[src/rtl/matmul_apb_slave.sv]
`default_nettype none
// ============================================================================
// Module   : matmul_apb_slave
// Brief    : APB register slave for the matmul core: control, operands,
//            flags and scratchpad read-through.
// Revision : 1.0
// ============================================================================
module matmul_apb_slave #(
    parameter int DATA_WIDTH = 8,
    parameter int BUS_WIDTH  = 32,
    parameter int ADDR_WIDTH = 32,
    parameter int MAX_DIM    = BUS_WIDTH / DATA_WIDTH
) (
    input  logic                              clk_i,
    input  logic                              rst_i,
    input  logic                              psel_i,
    input  logic                              penable_i,
    input  logic                              pwrite_i,
    input  logic [MAX_DIM-1:0]                pstrb_i,
    input  logic [BUS_WIDTH-1:0]              pwdata_i,
    input  logic [ADDR_WIDTH-1:0]             paddr_i,
    output logic                              pready_o,
    output logic                              pslverr_o,
    output logic [BUS_WIDTH-1:0]              prdata_o,
    output logic                              start_o,
    output logic [BUS_WIDTH-1:0]              control_o,
    output logic [BUS_WIDTH*MAX_DIM-1:0]      opa_o,
    output logic [BUS_WIDTH*MAX_DIM-1:0]      opb_o,
    input  logic                              core_busy_i,
    input  logic [BUS_WIDTH-1:0]              flags_i,
    input  logic                              flags_we_i,
    output logic                              busy_o,
    output logic                              sp_rd_en_o,
    output logic [1:0]                        sp_rd_sel_o,
    output logic [2*$clog2(MAX_DIM)-1:0]      sp_rd_idx_o,
    input  logic [BUS_WIDTH-1:0]              sp_rd_data_i
);

    localparam int c_idx_w  = $clog2(MAX_DIM);
    localparam int c_line_w = 2 * c_idx_w;

    localparam logic [4:0] c_reg_control = 5'h00;
    localparam logic [4:0] c_reg_opa     = 5'h04;
    localparam logic [4:0] c_reg_opb     = 5'h08;
    localparam logic [4:0] c_reg_flags   = 5'h0C;

    localparam logic [31:0] c_op_lines = 32'(MAX_DIM);
    localparam logic [31:0] c_sp_lines = 32'(MAX_DIM * MAX_DIM);

    localparam logic [1:0] c_st_idle    = 2'd0;
    localparam logic [1:0] c_st_sp_wait = 2'd1;
    localparam logic [1:0] c_st_resp    = 2'd2;

    logic [1:0]              r_state;
    logic [4:0]              r_region;
    logic [c_idx_w-1:0]      r_idx;
    logic                    r_write;
    logic                    r_err;
    logic [BUS_WIDTH-1:0]    r_wdata;
    logic [MAX_DIM-1:0]      r_strb;
    logic                    r_pready;
    logic                    r_pslverr;
    logic [BUS_WIDTH-1:0]    r_prdata;
    logic                    r_start;
    logic                    r_start_pending;
    logic [BUS_WIDTH-1:0]    r_control;
    logic [BUS_WIDTH-1:0]    r_flags;
    logic [BUS_WIDTH-1:0]    r_opa [MAX_DIM];
    logic [BUS_WIDTH-1:0]    r_opb [MAX_DIM];

    logic [4:0]              w_region;
    logic [c_line_w-1:0]     w_line;
    logic [c_idx_w-1:0]      w_idx;
    logic [31:0]             w_line_ext;
    logic                    w_busy;
    logic                    w_setup;
    logic                    w_misalign;
    logic                    w_is_sp;
    logic                    w_is_op;
    logic                    w_op_line_bad;
    logic                    w_sp_line_bad;
    logic                    w_err;
    logic                    w_sp_read;
    logic                    w_done;
    logic                    w_commit;
    logic [BUS_WIDTH-1:0]    w_rdata;
    logic [BUS_WIDTH-1:0]    w_old;
    logic [BUS_WIDTH-1:0]    w_merged;
    logic                    w_unused;

    function automatic logic [BUS_WIDTH-1:0] f_merge(
        input logic [BUS_WIDTH-1:0] old_v,
        input logic [BUS_WIDTH-1:0] new_v,
        input logic [MAX_DIM-1:0]   strb
    );
        logic [BUS_WIDTH-1:0] res;
        res = old_v;
        for (int b = 0; b < MAX_DIM; b++) begin
            if (strb[b]) begin
                res[b*DATA_WIDTH +: DATA_WIDTH] = new_v[b*DATA_WIDTH +: DATA_WIDTH];
            end
        end
        return res;
    endfunction

    assign w_region   = paddr_i[4:0];
    assign w_line     = paddr_i[5 +: c_line_w];
    assign w_idx      = w_line[c_idx_w-1:0];
    assign w_line_ext = 32'(w_line);
    assign w_unused   = ^paddr_i[ADDR_WIDTH-1:5+c_line_w];

    assign w_busy  = core_busy_i | r_start_pending;
    assign w_setup = (r_state == c_st_idle) & psel_i & ~penable_i;

    assign w_misalign    = |paddr_i[1:0];
    assign w_is_sp       = w_region[4];
    assign w_is_op       = (w_region == c_reg_opa) || (w_region == c_reg_opb);
    assign w_op_line_bad = w_is_op && (w_line_ext >= c_op_lines);
    assign w_sp_line_bad = w_is_sp && (w_line_ext >= c_sp_lines);
    assign w_err = w_misalign
                 | (pwrite_i & ((w_region == c_reg_flags) | w_is_sp))
                 | w_op_line_bad
                 | w_sp_line_bad
                 | (pwrite_i & w_busy)
                 | (w_is_sp & ~pwrite_i & w_busy);
    assign w_sp_read = w_is_sp & ~pwrite_i & ~w_err;

    // Scratchpad request is issued in the setup cycle so its data lands in SP_WAIT.
    assign sp_rd_en_o  = w_setup & w_sp_read & ~rst_i;
    assign sp_rd_sel_o = sp_rd_en_o ? w_region[3:2] : 2'b00;
    assign sp_rd_idx_o = sp_rd_en_o ? w_line : '0;

    // A dropped psel in the response phase still finishes the transfer.
    assign w_done   = (r_state == c_st_resp) & (penable_i | ~psel_i);
    assign w_commit = w_done & r_write & ~r_err;

    always_comb begin
        w_rdata = '0;
        case (w_region)
            c_reg_control: w_rdata = r_control;
            c_reg_opa:     w_rdata = r_opa[w_idx];
            c_reg_opb:     w_rdata = r_opb[w_idx];
            c_reg_flags:   w_rdata = r_flags;
            default:       w_rdata = '0;
        endcase
    end

    always_comb begin
        w_old = '0;
        case (r_region)
            c_reg_control: w_old = r_control;
            c_reg_opa:     w_old = r_opa[r_idx];
            c_reg_opb:     w_old = r_opb[r_idx];
            default:       w_old = '0;
        endcase
    end

    assign w_merged = f_merge(w_old, r_wdata, r_strb);

    always_ff @(posedge clk_i or posedge rst_i) begin
        if (rst_i) begin
            r_state         <= c_st_idle;
            r_region        <= '0;
            r_idx           <= '0;
            r_write         <= 1'b0;
            r_err           <= 1'b0;
            r_wdata         <= '0;
            r_strb          <= '0;
            r_pready        <= 1'b0;
            r_pslverr       <= 1'b0;
            r_prdata        <= '0;
            r_start         <= 1'b0;
            r_start_pending <= 1'b0;
            r_control       <= '0;
            r_flags         <= '0;
            for (int i = 0; i < MAX_DIM; i++) begin
                r_opa[i] <= '0;
                r_opb[i] <= '0;
            end
        end else begin
            r_start <= 1'b0;
            if (r_start) begin
                r_start_pending <= 1'b0;
            end

            // A core flag update takes priority over the clear that accompanies start.
            if (flags_we_i) begin
                r_flags <= flags_i;
            end else if (r_start) begin
                r_flags <= '0;
            end

            case (r_state)
                c_st_idle: begin
                    if (w_setup) begin
                        r_region <= w_region;
                        r_idx    <= w_idx;
                        r_write  <= pwrite_i;
                        r_wdata  <= pwdata_i;
                        r_strb   <= pstrb_i;
                        r_err    <= w_err;
                        if (w_sp_read) begin
                            r_state <= c_st_sp_wait;
                        end else begin
                            r_state   <= c_st_resp;
                            r_pready  <= 1'b1;
                            r_pslverr <= w_err;
                            r_prdata  <= (w_err | pwrite_i) ? '0 : w_rdata;
                        end
                    end
                end
                c_st_sp_wait: begin
                    r_state   <= c_st_resp;
                    r_pready  <= 1'b1;
                    r_pslverr <= 1'b0;
                    r_prdata  <= sp_rd_data_i;
                end
                c_st_resp: begin
                    if (w_done) begin
                        r_state   <= c_st_idle;
                        r_pready  <= 1'b0;
                        r_pslverr <= 1'b0;
                        r_prdata  <= '0;
                        if (w_commit) begin
                            case (r_region)
                                c_reg_control: begin
                                    r_control <= {w_merged[BUS_WIDTH-1:1], 1'b0};
                                    if (w_merged[0]) begin
                                        r_start         <= 1'b1;
                                        r_start_pending <= 1'b1;
                                    end
                                end
                                c_reg_opa: r_opa[r_idx] <= w_merged;
                                c_reg_opb: r_opb[r_idx] <= w_merged;
                                default: ;
                            endcase
                        end
                    end
                end
                default: r_state <= c_st_idle;
            endcase
        end
    end

    generate
        for (genvar gi = 0; gi < MAX_DIM; gi++) begin : g_pack
            assign opa_o[gi*BUS_WIDTH +: BUS_WIDTH] = r_opa[gi];
            assign opb_o[gi*BUS_WIDTH +: BUS_WIDTH] = r_opb[gi];
        end
    endgenerate

    assign pready_o  = r_pready;
    assign pslverr_o = r_pslverr;
    assign prdata_o  = r_prdata;
    assign start_o   = r_start;
    assign control_o = r_control;
    assign busy_o    = w_busy;

endmodule
`default_nettype wire

[config.mk]
export PLATFORM = sky130hd
export DESIGN_NAME = matmul_apb_slave
export DESIGN_NICKNAME = d
export VERILOG_FILES = /design/src/rtl/matmul_apb_slave.sv
export SDC_FILE = /design/constraint.sdc
export NUM_CORES = 1
export LEC_CHECK = 0
export CAP_MARGIN = 10
export CORE_ASPECT_RATIO = 2
export CORE_MARGIN = 3
export CORE_UTILIZATION = 51
export DETAILED_ROUTE_END_ITERATION = 10
export DONT_BUFFER_PORTS = 1
export HOLD_SLACK_MARGIN = 0.05
export PLACE_DENSITY = 0.67
export SETUP_SLACK_MARGIN = 0.02
export SKIP_CTS_REPAIR_TIMING = 1
export SYNTH_ARGS = -nofsm -noshare
export SYNTH_HDL_FRONTEND = slang
export SYNTH_SLANG_ARGS = --single-unit
[constraint.sdc]
create_clock -name clk_i -period 32.4 [get_ports clk_i]
set_clock_uncertainty 0.1 [all_clocks]
set_input_delay 4.86 -clock clk_i [delete_from_list [all_inputs] [get_ports clk_i]]
set_output_delay 4.86 -clock clk_i [all_outputs]
set_load 0.02 [all_outputs]
==> impl_metrics.csv, run 1 <==
group,metric,value,unit
outcome,status,"finished clean",
global_routing,antenna_found_initial,10,
detailed_routing,dr.pass1.iters,8,
detailed_routing,drc,0,
global_routing,grt_pass1_wl,104000,µm
synth,synthesis.nets,1703,
worst_setup_path,cp_max_fo,7,
detailed_routing,drt-total-wl,72500,µm
synth,yosysSeqAreaShare,49.6,%
floorplanning,start_util,52.1,%
placement,port_buffers,0,
clocking,cts_max_level,2,
clocking,clock-root-buffer,"clkbuf_16",
placement,place_congestion,0.877,
pwr,peakVddDrop,47.9,µV
pwr,p_leak,9.97,nW
timing,setup_viol,0,
worst_setup_path,reg2reg_depth,6,
worst_setup_path,critPathCaptureType,"primary output",
placement,dpl_cell_area,20800,µm²
layout,area_growth,8.93,%
floorplanning,ios,470,
global_routing,grt-ovfl-total,0,
global_routing,grt_use_total,33.2,%
layout,seq_area,10100,µm²
worst_setup_path,path_class,"in2out",
worst_setup_path,worstSetupPathDepth,5,
worst_hold_path,hold_path_depth,2,
worst_setup_path,critPathLaunchType,"primary input",
layout,layout.cells.non_filler,2057,
detailed_routing,wl_per_cell,35.2,µm
floorplanning,coreArea,38900,µm²
floorplanning,dieArea,42300,µm²
detailed_routing,avgViaCountPerCell,7.00,
timing,finalMaxSlewViolations,0,
clocking,cts_buffers,39,
worst_setup_path,crit_family,"simple AND/OR/NAND/NOR gates",
timing,rsz0062_at_grt,"false",
synth,synth.cell_area,20300,µm²
detailed_routing,vias,14400,
clocking,cts_tree,"done",
worst_setup_path,cp_slowest_cell,"nor3_1",
timing,slew_headroom,22.0,%
layout,design_area,22100,µm²
worst_setup_path,cp_num_buf_inv,1,
timing,fin_crit_sh,34.0,%
floorplanning,dieHeight,288,µm
layout,fillers,3220,
synth,synth_edf_count,0,
flow_run,drv_cap,0,
clocking,cts.sinks,402,
layout,multiInputGateArea,9770,µm²
worst_setup_path,worstPathCellList,"nor3_1 > nand3_1 > nor3_1 > buf_4 > and2_1",
detailed_routing,drtIter0Drc,1148,
layout,nets,1649,
layout,final_common_cell,"dfrtp_1",
global_routing,grt_max_degree,171,
clocking,clock_path_buffers,3,
worst_setup_path,crit_path_max_incr_delay,320,ps
layout,drive_gt1_share,35.1,%
timing,tightestPinTransition,1170,ps
synth,postSynthCellCount,1560,
pwr,p_per_area,67.6,nW/µm²
worst_setup_path,crit_required,27440,ps
global_routing,grt_pass1_vias,15100,
detailed_routing,ant_nets,0,
worst_setup_path,cp.arrival,6050,ps
synth,synth_seq_cells,402,
floorplanning,row_count,102,
synth,avgSynthCellArea,13.0,µm²
clocking,cts.clk_slew.worst_paths,60,ps
timing,final_hold_viol_count,0,
floorplanning,fp.dieW,147,µm
synth,synthArstFlopShare,100,%
timing,period_minus_slack,11010,ps
worst_hold_path,min_path_type,"reg2reg",
timing,fmax,90.8,MHz
synth,ys_warn_count,0,
synth,yosysUniqueCellTypes,50,
timing,tns,0,ps
placement,dp.cells,1985,
clocking,clkLatencyLatePin,540,ps
layout,layout_common_cells,"dfrtp_1 (399), mux2_2 (327), mux4_2 (98)",
worst_setup_path,crit_top_cell,"nor3_1",
placement,dpl.hpwl,46000,µm
synth,synth_ff_type,"dfrtp_1",
[worst reg2reg max path, cell delays in order, from the launching register on]
cell	delay [ps]
dfrtp_1	420
inv_1	100
ha_1	240
nand4b_1	540
nor4_4	1050
buf_4	620
mux2_2	440
[final timing paths]
path	to	slack, ps	start
min in group asynchronous	opa_o[121]	4360	rst_i
setup reg to reg	opa_o[116]	28800	r_state[0]
setup / recovery	sp_rd_sel_o[0]	21390	pwrite_i
hold reg to reg	r_err	390	r_err
hold / removal	r_err	390	r_err
max in group asynchronous	r_idx[1]	26140	rst_i
[metal layers]
metal	global-route usage, %	vias to the layer above	routed length [µm]
met5	0	-	24
met4	16.4	4	4080
met3	10.6	231	7320
met2	57.7	890	37300
met1	36.6	7491	23700
li1	-	5784	-
[metrics by stage]
| stage | hold slack (ps) | setup slack [ps] | power (mW) | util [%] |
|---|---|---|---|---|
| final | 390 | 21390 | 1.49 | 56.7 |
| after global routing | 433 | 21340 | 1.55 | 56.7 |
| after CTS | 389 | 21400 | 1.49 | 56.7 |
| after detailed placement | 375 | 21400 | 1.02 | 53.3 |
| after global placement | 362 | 21450 | 1.00 | 53.3 |
| after floorplan | 341 | 16260 | 0.897 | - |
[state kept, by name, indices dropped and copies added (netlist names)]
name / flops
opa_o: 128
opb_o: 128
prdata_o: 32
r_flags: 32
r_wdata: 32
control_o: 31
r_region: 5
r_strb: 4
r_idx: 2
r_state: 2
pready_o: 1
pslverr_o: 1
r_err: 1
r_start_pending: 1
r_write: 1
start_o: 1
[cells by family (layout without fill, tap and decap cells)]
family,after synthesis,in the layout,share of synthesized area (%)
other cells,1,9,0.0185
flops,402,402,49.6
fa+ha+maj,4,4,0.247
compound gates,262,262,8.10
buf+inv,132,101,2.64
simple gates,256,256,6.46
mux,503,503,32.9
[final cells by class]
| class | count | area share, % |
|---|---|---|
| clock inverter | 13 | 0.975 |
| sequential | 402 | 45.6 |
| multi-input combinational | 1026 | 44.2 |
| clock buffer | 51 | 4.91 |
| inverter | 6 | 0.136 |
| antenna | 8 | 0.0907 |
| timing repair buffer | 31 | 1.11 |
| tap | 520 | 2.95 |
[Yosys cell counts, types with 2 or more instances]
master	count	area, µm²
o31ai_1	2	15.0
nand3b_1	2	15.0
a22oi_1	31	233
nor2b_1	4	25.0
o21ai_0	80	400
nand2_1	77	289
nor3_1	3	15.0
nand3_1	45	225
ha_1	4	50.1
nand2b_1	35	219
mux4_2	98	2210
buf_2	26	130
and2_1	8	50.1
buf_4	2	15.0
a21oi_1	85	425
a211oi_1	2	15.0
nor4b_2	2	30.0
o221ai_1	7	61.3
clkbuf_1	89	334
or4b_1	2	20.0
mux2i_1	78	781
mux2_2	327	3680
o22ai_1	11	68.8
and3_1	22	138
buf_1	9	33.8
nor2_1	44	165
nor4_2	3	37.5
nand4b_1	2	17.5
a222oi_1	31	310
a221oi_1	3	26.3
dfrtp_1	402	10100
nor4_1	2	12.5
inv_1	5	18.8
[where the power goes]
part / switching, mW / internal, mW
Clock: 0.197 / 0.282
Combinational: 0.191 / 0.137
Sequential: 0.127 / 0.560
Power figures use the tool's default switching activity.
==> run 2, diff against run 1 <==
--- a/config.mk
+++ b/config.mk
@@ -12,7 +12,7 @@
 export DETAILED_ROUTE_END_ITERATION = 10
 export DONT_BUFFER_PORTS = 1
 export HOLD_SLACK_MARGIN = 0.05
-export PLACE_DENSITY = 0.67
+export PLACE_DENSITY = 0.7
 export SETUP_SLACK_MARGIN = 0.02
 export SKIP_CTS_REPAIR_TIMING = 1
 export SYNTH_ARGS = -nofsm -noshare
==> constraint.sdc (replaced) <==
create_clock -name clk_i -period 8.9 [get_ports clk_i]
set_clock_uncertainty 0.1 [all_clocks]
set_input_delay 1.335 -clock clk_i [delete_from_list [all_inputs] [get_ports clk_i]]
set_output_delay 1.335 -clock clk_i [all_outputs]
set_load 0.02 [all_outputs]
==> impl_metrics.csv, run 2 (synthesized netlist as in run 1, its figures left out) <==
group,metric,value,unit
outcome,status,"finished clean",
layout,final_common_cell,"dfrtp_1",
worst_setup_path,cp_slowest_cell,"nor3_1",
global_routing,grtUsageMet3,10.7,%
worst_setup_path,cp_max_fo,7,
timing,period_minus_slack,4010,ps
floorplanning,ios,470,
floorplanning,coreArea,38900,µm²
detailed_routing,ant_nets,0,
floorplanning,row_count,102,
global_routing,antenna_found_initial,11,
floorplanning,dieArea,42300,µm²
clocking,clock-root-buffer,"clkbuf_16",
layout,area_growth,8.77,%
worst_setup_path,critPathLaunchType,"primary input",
global_routing,grt.met2_usage,55.8,%
global_routing,grt_pass1_vias,15500,
placement,dpl_cell_area,20800,µm²
timing,final_hold_viol_count,0,
global_routing,grt.busiest_layer,"met2",
timing,fin_crit_sh,45.0,%
clocking,cts.sinks,402,
clocking,cts_tree,"done",
worst_setup_path,cp.arrival,2570,ps
global_routing,met1_usage,35.8,%
placement,port_buffers,0,
pwr,p_leak,9.94,nW
pwr,p_per_area,243,nW/µm²
global_routing,grt-ovfl-total,0,
clocking,clkLatencyLatePin,540,ps
floorplanning,dieHeight,288,µm
floorplanning,fp.dieW,147,µm
pwr,peakVddDrop,178,µV
detailed_routing,drc,0,
layout,drive_gt1_share,35.0,%
detailed_routing,wl_per_cell,34.7,µm
detailed_routing,drt-total-wl,71400,µm
layout,nets,1651,
worst_setup_path,crit_path_max_incr_delay,310,ps
floorplanning,start_util,52.1,%
flow_run,drv_cap,0,
timing,fmax,249,MHz
timing,setup_viol,0,
timing,slew_headroom,23.0,%
clocking,cts.clk_slew.worst_paths,60,ps
worst_setup_path,worstPathCellList,"nor3_1 > nand3_1 > nor3_1 > buf_4 > and2_1",
detailed_routing,dr.pass1.iters,9,
pwr,power,5.35,mW
placement,dpl.hpwl,46700,µm
layout,layout_common_cells,"dfrtp_1 (399), mux2_2 (327), mux4_2 (98)",
clocking,clock_path_buffers,3,
placement,place_congestion,0.852,
detailed_routing,vias,14400,
global_routing,grt_max_degree,163,
clocking,cts_max_level,2,
detailed_routing,avgViaCountPerCell,7.01,
timing,finalMaxSlewViolations,0,
clocking,cts_buffers,39,
worst_setup_path,critPathCaptureType,"primary output",
global_routing,grt_use_total,33.0,%
worst_setup_path,crit_family,"simple AND/OR/NAND/NOR gates",
detailed_routing,drtIter0Drc,1276,
worst_setup_path,cp_num_buf_inv,1,
timing,tns,0,ps
timing,tightestPinTransition,1160,ps
worst_setup_path,crit_required,7470,ps
layout,design_area,22000,µm²
worst_setup_path,crit_top_cell,"nor3_1",
worst_hold_path,min_path_type,"reg2reg",
timing,rsz0062_at_grt,"false",
global_routing,grt_pass1_wl,103000,µm
worst_setup_path,path_class,"in2out",
-- run 2: changes by cell type in the layout (fill, tap and decap cells not counted), sizes merged --
cell / change
inv: -1
buf: +2
diode: +2
clkbuf: +5
clkinvlp: +2
clkinv: -3
bufinv: -3
-- run 2: routing by layer --
metal  up-vias  routed length (µm)  share of wire, %
li1       5787                   -                 -
met3       271                7670                11
met4         0                5130               7.2
met2       965               35700                50
met1      7416               23000                32
met5         -                   0                 0
-- run 2: power by group --
group	switching (mW)	leakage (nW)	internal (mW)
clock network	0.704	0.611	0.967
registers	0.460	5.43	2.04
logic	0.683	3.90	0.498
total	1.85	9.94	3.50
-- run 2: tightest hold or removal path: cells and delay by family (launching register included) --
family,cells,cell delay (ps)
simple gates,1,50
compound gates,1,60
flops,1,340
-- run 2: cell type report --
| type | instances | area (µm²) |
|---|---|---|
| multi-input combinational | 1026 | 9770 |
| fill | 3217 | 16900 |
| antenna | 10 | 25.0 |
| inverter | 6 | 26.3 |
| sequential | 402 | 10100 |
| timing repair buffer | 33 | 260 |
| tap | 520 | 651 |
| clock buffer | 56 | 1130 |
| clock inverter | 8 | 118 |
-- run 2: worst paths after layout --
kind | start | end | slack [ps] | depth (start not counted)
max in group asynchronous | rst_i | opb_o[47] | 5870 | 3
worst min-delay path | r_err | r_err | 390 | 2
worst min register to register | r_err | r_err | 390 | 2
worst max register to register | r_state[0] | opb_o[57] | 5370 | 6
min in group asynchronous | rst_i | opb_o[122] | 720 | 1
worst max-delay path | pwrite_i | sp_rd_idx_o[2] | 4890 | 5
-- run 2: metrics by stage --
step	std cells	hold WS (ps)	worst slack [ps]	utilization (%)
2_1_floorplan	1560	341	2050	-
3_3_place_gp	1987	364	4780	53.4
3_5_place_dp	1987	368	4730	53.4
4_1_cts	2051	382	4910	56.6
5_1_grt	2060	450	4840	56.6
6_report	2061	387	4890	56.6
